==> src/rtl/mc_controller.sv <==
`timescale 1ns/1ps
// Multi-cycle control unit: sequences each instruction through FETCH/DECODE/EXEC/MEM/WB
// (plus MDWAIT for mult/div) and is the sole source of datapath write enables.
module mc_controller #(
    parameter int ALU_CTRL_W  = 5,
    parameter int MULT_CYCLES = 5,
    parameter int DIV_CYCLES  = 10,
    parameter int CNT_W       = 4
) (
    input  logic                  clk,
    input  logic                  reset,
    input  logic [5:0]            op,
    input  logic [5:0]            funct,
    input  logic                  zero,
    output logic                  pcWr,
    output logic                  irWr,
    output logic [1:0]            pcSrc,
    output logic [ALU_CTRL_W-1:0] aluCtrl,
    output logic                  grfWr,
    output logic [1:0]            grfDst,
    output logic [1:0]            grfSrc,
    output logic                  hiLoSel,
    output logic                  dmWr,
    output logic                  mdStart,
    output logic [1:0]            mdOp,
    output logic                  mdBusy,
    output logic                  illegal,
    output logic [2:0]            dbg_state
);

    // dbg_state encoding: FETCH=0 DECODE=1 EXEC=2 MEM=3 WB=4 MDWAIT=5
    typedef enum logic [2:0] {
        S_FETCH  = 3'd0,
        S_DECODE = 3'd1,
        S_EXEC   = 3'd2,
        S_MEM    = 3'd3,
        S_WB     = 3'd4,
        S_MDWAIT = 3'd5
    } state_t;

    localparam logic [CNT_W-1:0] MULT_LOAD = CNT_W'(MULT_CYCLES - 1);
    localparam logic [CNT_W-1:0] DIV_LOAD  = CNT_W'(DIV_CYCLES - 1);

    state_t           state;
    logic [CNT_W-1:0] cnt;

    logic is_r, is_addu, is_subu, is_jr, is_mfhi, is_mflo;
    logic is_mult, is_multu, is_div, is_divu, is_md;
    logic is_ori, is_lui, is_lw, is_sw, is_beq, is_jal, legal;
    logic [CNT_W-1:0] md_load;
    logic [1:0]       md_op;

    always_comb begin
        is_r     = (op == 6'h00);
        is_addu  = is_r && (funct == 6'h21);
        is_subu  = is_r && (funct == 6'h23);
        is_jr    = is_r && (funct == 6'h08);
        is_mfhi  = is_r && (funct == 6'h10);
        is_mflo  = is_r && (funct == 6'h12);
        is_mult  = is_r && (funct == 6'h18);
        is_multu = is_r && (funct == 6'h19);
        is_div   = is_r && (funct == 6'h1A);
        is_divu  = is_r && (funct == 6'h1B);
        is_ori   = (op == 6'h0D);
        is_lui   = (op == 6'h0F);
        is_lw    = (op == 6'h23);
        is_sw    = (op == 6'h2B);
        is_beq   = (op == 6'h04);
        is_jal   = (op == 6'h03);
        is_md    = is_mult | is_multu | is_div | is_divu;
        legal    = is_addu | is_subu | is_jr | is_mfhi | is_mflo | is_md |
                   is_ori | is_lui | is_lw | is_sw | is_beq | is_jal;
        md_op    = {is_div | is_divu, is_multu | is_divu};
        md_load  = (is_div | is_divu) ? DIV_LOAD : MULT_LOAD;
    end

    always_ff @(posedge clk or negedge reset) begin
        if (!reset) begin
            state <= S_FETCH;
            cnt   <= '0;
        end else begin
            case (state)
                S_FETCH:  state <= S_DECODE;
                S_DECODE: state <= (is_jal || is_jr || !legal) ? S_FETCH : S_EXEC;
                S_EXEC: begin
                    if (is_md) begin
                        cnt   <= md_load;
                        state <= (md_load != '0) ? S_MDWAIT : S_FETCH;
                    end else if (is_lw || is_sw) begin
                        state <= S_MEM;
                    end else if (is_beq) begin
                        state <= S_FETCH;
                    end else begin
                        state <= S_WB;
                    end
                end
                S_MEM:    state <= is_lw ? S_WB : S_FETCH;
                S_WB:     state <= S_FETCH;
                S_MDWAIT: begin
                    // Leave on the cycle the counter steps from 1 to 0.
                    if (cnt != '0) cnt <= cnt - CNT_W'(1);
                    if (cnt <= CNT_W'(1)) state <= S_FETCH;
                end
                default:  state <= S_FETCH;
            endcase
        end
    end

    // Outputs are decoded combinationally and forced idle while reset is held.
    always_comb begin
        pcWr    = 1'b0;
        irWr    = 1'b0;
        pcSrc   = 2'd0;
        aluCtrl = '0;
        grfWr   = 1'b0;
        grfDst  = 2'd0;
        grfSrc  = 2'd0;
        hiLoSel = 1'b0;
        dmWr    = 1'b0;
        mdStart = 1'b0;
        mdOp    = 2'd0;
        mdBusy  = 1'b0;
        illegal = 1'b0;
        if (reset) begin
            case (state)
                S_FETCH: begin
                    irWr = 1'b1;
                    pcWr = 1'b1;
                end
                S_DECODE: begin
                    if (is_jal) begin
                        pcWr   = 1'b1;
                        pcSrc  = 2'd2;
                        grfWr  = 1'b1;
                        grfDst = 2'd2;
                        grfSrc = 2'd2;
                    end else if (is_jr) begin
                        pcWr  = 1'b1;
                        pcSrc = 2'd3;
                    end else if (!legal) begin
                        illegal = 1'b1;
                    end
                end
                S_EXEC: begin
                    if (is_addu)        aluCtrl = ALU_CTRL_W'(1);
                    if (is_subu)        aluCtrl = ALU_CTRL_W'(2);
                    if (is_ori)         aluCtrl = ALU_CTRL_W'(6);
                    if (is_lui)         aluCtrl = ALU_CTRL_W'(7);
                    if (is_lw || is_sw) aluCtrl = ALU_CTRL_W'(8);
                    if (is_beq) begin
                        aluCtrl = ALU_CTRL_W'(2);
                        pcWr    = zero;
                        pcSrc   = zero ? 2'd1 : 2'd0;
                    end
                    if (is_md) begin
                        mdStart = 1'b1;
                        mdOp    = md_op;
                        mdBusy  = (md_load != '0);
                    end
                end
                S_MEM: dmWr = is_sw;
                S_WB: begin
                    grfWr = 1'b1;
                    if (is_ori || is_lui || is_lw) grfDst = 2'd1;
                    if (is_lw) grfSrc = 2'd1;
                    if (is_mfhi || is_mflo) grfSrc = 2'd3;
                    hiLoSel = is_mfhi;
                end
                S_MDWAIT: mdBusy = (cnt != '0);
                default: ;
            endcase
        end
    end

    assign dbg_state = state;

endmodule

==> config.mk <==
export PLATFORM = sky130hd
export DESIGN_NAME = mc_controller
export DESIGN_NICKNAME = d
export VERILOG_FILES = /design/src/rtl/mc_controller.sv
export SDC_FILE = /design/constraint.sdc
export NUM_CORES = 1
export LEC_CHECK = 0
export CORE_MARGIN = 5
export CORE_UTILIZATION = 38
export DETAILED_ROUTE_END_ITERATION = 6
export HOLD_SLACK_MARGIN = 0.03
export PLACE_DENSITY = 0.76
export REMOVE_ABC_BUFFERS = 1
export SETUP_SLACK_MARGIN = 0.15
export SLEW_MARGIN = 20
export SYNTH_ARGS = -nofsm -noshare
export SYNTH_HDL_FRONTEND = slang
export SYNTH_SLANG_ARGS = --single-unit
==> constraint.sdc <==
create_clock -name clk -period 2.7 [get_ports clk]
set_input_delay 0.81 -clock clk [delete_from_list [all_inputs] [get_ports clk]]
set_output_delay 0.81 -clock clk [all_outputs]
set_load 0.02 [all_outputs]
== After elaboration in Yosys (flattened, before gate mapping) ==
Cells that the tools add are included.

* Flip-flop bits (word level): 7
* Latch bits: 0
* RAM bits: 0
* Memory bits (read-only): 0
* Output and inout bits: 24
* Word-level logic and storage cells: 127
* Memories: 0

* $add $sub $neg: 1
* $mul: 0
* Divide/modulo/power cells: 0
* Order comparisons: 1
* Eq/ne operators: 23
* Shifts and indexed selects: 0
* Muxes and demuxes: 62
* Bitwise logic cells: 16
* Reduce and logical (&&, ||, !) cells: 22

{| class="wikitable"
|+ Operator list
! operator !! number
|-
| 6-bit by 5-bit equality test with 1-bit output (second input constant) || 6
|-
| 5-bit 2-to-1 mux || 7
|-
| 1-bit 2-to-1 mux || 27
|-
| 6-bit equality test (second input constant) || 4
|-
| 2-bit 2-to-1 mux || 11
|-
| 6-bit by 4-bit equality test with 1-bit output (second input constant) || 3
|-
| 3-bit 2-to-1 mux || 6
|-
| 1-bit OR || 16
|-
| 3-bit one-hot mux with 5 select lines || 1
|-
| 4-bit 2-to-1 mux || 3
|-
| 2-bit one-hot mux with 2 select lines || 3
|-
| 1-bit logical AND || 9
|-
| 4-bit one-hot mux with 2 select lines || 1
|-
| 4-bit nonzero test || 2
|-
| 3-bit by 2-bit equality test with 1-bit output (second input constant) || 2
|-
| 3-bit equality test (second input constant) || 2
|-
| 6-bit by 2-bit equality test with 1-bit output (second input constant) || 1
|-
| 6-bit by 3-bit equality test with 1-bit output (second input constant) || 1
|-
| 6-bit zero test || 1
|-
| 1-bit logical OR || 6
|-
| 2-bit != test (second input constant) || 3
|-
| 4-bit by 1-bit less-or-equal comparator with 1-bit output (second input constant) || 1
|-
| 1-bit one-hot mux with 2 select lines || 2
|-
| 4-bit by 1-bit subtractor with 4-bit output (second input constant) || 1
|-
| other kinds (6) || 6
|}

== Longest topological paths before layout ==
* Depth in word-level cells: 18
* Mapped depth: 6
* Mapped depth without buffers: 5

== Least setup slack after synthesis ==
No wires, ideal clock.

* Path type: in2out
* Start: input op[2]
* End: output mdOp[0]
* Data arrival time: 2.256 ns
* Data required time: 1.890 ns
* Path slack: -0.366 ns
* Stages on the path: 5
* Buffers on the path: 1
* Cell sequence: buf_6 > nor4_2 > nand2_1 > nor3_1 > and2_1

* Word-level cells in the longest chain between the ends: 8

{| class="wikitable"
|+ RTL lines
! what !! line !! RTL
|-
| start: declaration || 12 || <nowiki>input logic [5:0] op,</nowiki>
|-
| 6-bit zero test * || 54 || <nowiki>is_r = (op == 6'h00);</nowiki>
|-
| 1-bit logical AND, on equally long branches || 60, 61 ||
|-
| 1-bit OR (3 in series) || 70 || <nowiki>is_md = is_mult | is_multu | is_div | is_divu;</nowiki>
|-
| 2-bit 2-to-1 mux * || 155 || <nowiki>if (is_md) begin</nowiki>
|-
| 2-bit 2-to-1 mux * || 125 || <nowiki>case (state)</nowiki>
|-
| 2-bit 2-to-1 mux * || 124 || <nowiki>if (reset) begin</nowiki>
|-
| end: declaration || 25 || <nowiki>output logic [1:0] mdOp,</nowiki>
|}

Every way passes the cells marked *; elsewhere a longest branch is shown, timed or not.

== Worst setup path in the final report ==
* Start: input op[3]
* End: output illegal

* Word-level cells in the longest chain between the ends: 18

{| class="wikitable"
|+ RTL lines
! what !! line !! RTL
|-
| 6-bit zero test || 54 ||
|-
| 1-bit logical AND, on equally long branches || 55, 56 ||
|-
| 1-bit OR (6 in series) || 71 || <nowiki>legal = is_addu | is_subu | is_jr | is_mfhi | is_mflo | is_md |</nowiki>
|-
| 1-bit OR (5 in series) || 72 || <nowiki>is_ori | is_lui | is_lw | is_sw | is_beq | is_jal;</nowiki>
|-
| 1-bit 2-to-1 mux || 140 || <nowiki>end else if (!legal) begin</nowiki>
|-
| 1-bit 2-to-1 mux || 137 || <nowiki>end else if (is_jr) begin</nowiki>
|-
| 1-bit 2-to-1 mux * || 131 || <nowiki>if (is_jal) begin</nowiki>
|-
| 1-bit 2-to-1 mux * || 125 ||
|-
| 1-bit 2-to-1 mux * || 124 ||
|-
| end: declaration || 27 || <nowiki>output logic illegal,</nowiki>
|}

Marks and branches as above.

==> summary.md <==
| Metric | Value |
|---|---|
| Antenna Violating Nets Remaining | `0` |
| GPL Wtd Cong | `0.905` |
| Netlist area before placement | `912 um2` |
| Share of cells above drive strength 1 | `61.5%` |
| Syn Inst Count | `120` |
| CTS H-tree lvls | `1` |
| Hold Violations, Final | `0` |
| ANT cells | `0` |
| Die H | `59.0 um` |
| First-pass GRT wire length | `7200 um` |
| Fillcell total | `94` |
| Max Cap Viol | `0` |
| Die area | `3480 um2` |
| Main flop type after synthesis | `dfrtp_1` |
| Pwr Total | `0.000639 W` |
| Via count | `1571` |
| TNS Setup | `-1790 ps` |
| Max clock buf depth | `2` |
| VDD IR max | `384 uV` |
| Drt total wl | `5500 um` |
| CP max stage delay | `290 ps` |
| Fin worst setup slack | `-260 ps` |
| DP Area | `1580 um2` |
| Pwr dens | `315 nW/um2` |
| Setup violators final | `14` |
| Critical path, cell by cell | `buf_8 > buf_6 > and2_4 > o211ai_1 > o211ai_1 > nor4_2 > buf_4` |
| Synth area leaders | `dfrtp_1 19%, nor2_1 5.3%, nand2b_1 4.1%, nand3b_1 4.1%, buf_6 3.7%` |
| Sequential element share of the synthesized area | `19.2%` |
| Synth warn | `0` |
| Largest net degree at the start of global routing | `11` |
| Share of the synthesized area in the top cell type | `19.2%` |
| Area of the core | `2250 um2` |
| IO buf count | `37` |
| Crit path top cell by count | `o211ai_1` |
| RSZ-0062 raised after global routing | `true` |
| Hold WC Path Type | `input port to asynchronous set/reset pin` |
| Fin crit period | `2960 ps` |
| Clk root buf | `clkbuf_4` |
| CTS buffer count | `3` |
| Vias per cell | `6.52` |
| Drt drc | `0` |
| Placed insts | `222` |
| Die Wd | `59.0 um` |
| Initial antenna violation count | `0` |
| HPWL after DPL | `2870 um` |
| Starting density of the core | `40.5%` |
| Synth cell types | `44` |
| Leakage Power | `0.930 nW` |
| Critical Path Fanout Max | `4` |
| Clk slew on worst S/H paths | `50 ps` |
| Total global routing track utilization | `27.0%` |
| NumNets Final | `231` |
| CP arrival | `2150 ps` |
| Critical path type | `input port to output pin` |
| Post-synth EDFFs | `0` |
| FMAX | `0.338 GHz` |
| Post-synthesis async set-or-reset flop share | `100%` |
| Worst path slowest cell | `o211ai_1` |
| Design area | `2030 um2` |
| Post-synth top area cell | `dfrtp_1` |
| Fin crit share | `110%` |
| Clock Skews | `0.733 ps` |
| Worst slack at placement | `-1150 ps` |
| Finished Layout Cells | `241` |
| Failing checks | `setup timing` |
| CTS tree | `built` |
| GRT overflow | `0` |
| Yosys reg bits | `7` |
| Rows | `17` |
| Clock latency at the later pin of the worst-skew pair | `260 ps` |
| Area growth, synth to finish | `122%` |
| IO Pins | `39` |
| Violation count after the first detailed-route iteration | `128` |
| WP data required | `1890 ps` |
| DR WL/cell | `22.8 um` |
| Outcome | `finished, violations left` |
| Vias in the first global route | `1490` |
| Sink Count | `7` |
| Syn_area_per_cell | `7.60 um2` |
| Max Slew Vio Count | `0` |
| CP Capture Type | `output pin` |
| Pre-antenna DRT Iters | `5` |
| Type of origin of the critical path | `input port` |
==> logic make-up after synthesis <==
family / synth area share, %
buffers and inverters: 6.58
flip-flops: 19.2
other: 0.411
adder cells (fa/ha/maj): 2.74
AO/OA/AOI/OAI: 20.4
multiplexers: 1.23
AND/OR/NAND/NOR: 49.4
==> layer usage <==
layer | up-vias | global-route usage, % | wire length (um)
met5 | - | 0 | 0
met4 | 0 | 10.4 | 246
met3 | 27 | 5.88 | 425
met2 | 123 | 49.8 | 2860
met1 | 774 | 29.8 | 1970
li1 | 647 | - | -
==> power by group <==
part	internal (W)	total [W]	switching (W)	leakage, nW
combinational	0.000198	0.000405	0.000207	0.820
sequential	0.000114	0.000135	0.0000206	0.0951
clock	0.0000567	0.0000993	0.0000426	0.0150
total	0.000369	0.000639	0.000270	0.930
==> cell type report <==
class | count | area [um2] | area share [%]
multi-input cells | 105 | 905 | 44.6
repair buffers | 94 | 877 | 43.2
clock buffers | 4 | 26.3 | 1.29
flip-flops and latches | 7 | 175 | 8.63
inverters | 3 | 11.3 | 0.555
well taps | 28 | 35.0 | 1.73
==> timing repair <==
action                                  CTS  global route
endpoints found under the setup margin   20            22
cloned                                    0             0
pin swaps                                25            19
hold buffers                              0             0
gates resized for setup                 217            45
buffers inserted                         12             3
==> per-stage QoR <==
step	utilization, %	hold WS [ps]
after detailed placement	70.3	538
after global routing	90.0	532
after CTS	82.3	552
after global placement	70.3	522
after floorplan	-	505
final	90.0	536
==> synthesized netlist by cell type, types with 3 or more instances <==
library cell	number
nor2_1	13
nand2_1	8
dfrtp_1	7
nand2b_1	6
o21ai_0	6
a21oi_1	5
and2_1	5
nand3b_1	5
nor3_1	5
nand3_1	4
nand4_1	4
nor3b_1	4
buf_6	3
inv_1	3
nor4_1	3
==> placed cells by master (no fill, tap or decap), types with 3 or more instances in the layout <==
cell / instances
buf_8: 5
nor3_4: 3
clkdlybuf4s50_1: 4
nand3b_1: 5
buf_4: 45
nor3_1: 3
buf_2: 4
dfrtp_1: 7
nor2_1: 11
nor3b_1: 3
inv_1: 3
buf_6: 33
nand2_1: 7
nand4_1: 4
o21ai_0: 3
and2_4: 5
nand3_1: 4
clkbuf_4: 4
nand2b_1: 4
==> worst max-delay path: cells and delay by family <==
family,cells,cell delay [ps]
AOI/OAI and AO/OA,2,520
buffers and inverters,3,400
and+or+nand+nor,2,420
==> worst paths after layout <==
| check | start | to | slack (ps) | depth (start not counted) |
|---|---|---|---|---|
| max reg2reg | dbg_state[0] | cnt[0] | 330 | 11 |
| min in group clk | cnt[1] | cnt[1] | 550 | 1 |
| min reg2reg | cnt[1] | cnt[1] | 550 | 1 |
| min | reset | dbg_state[2] | 540 | 3 |
| max in group asynchronous | reset | cnt[2] | 2030 | 3 |
| max | op[3] | illegal | -260 | 7 |
==> sequential cells by signal, summed over array words and instances, names as in the netlist <==
register and count:
dbg_state 3, cnt 4
No activity file was read; power rests on OpenSTA's default activity.
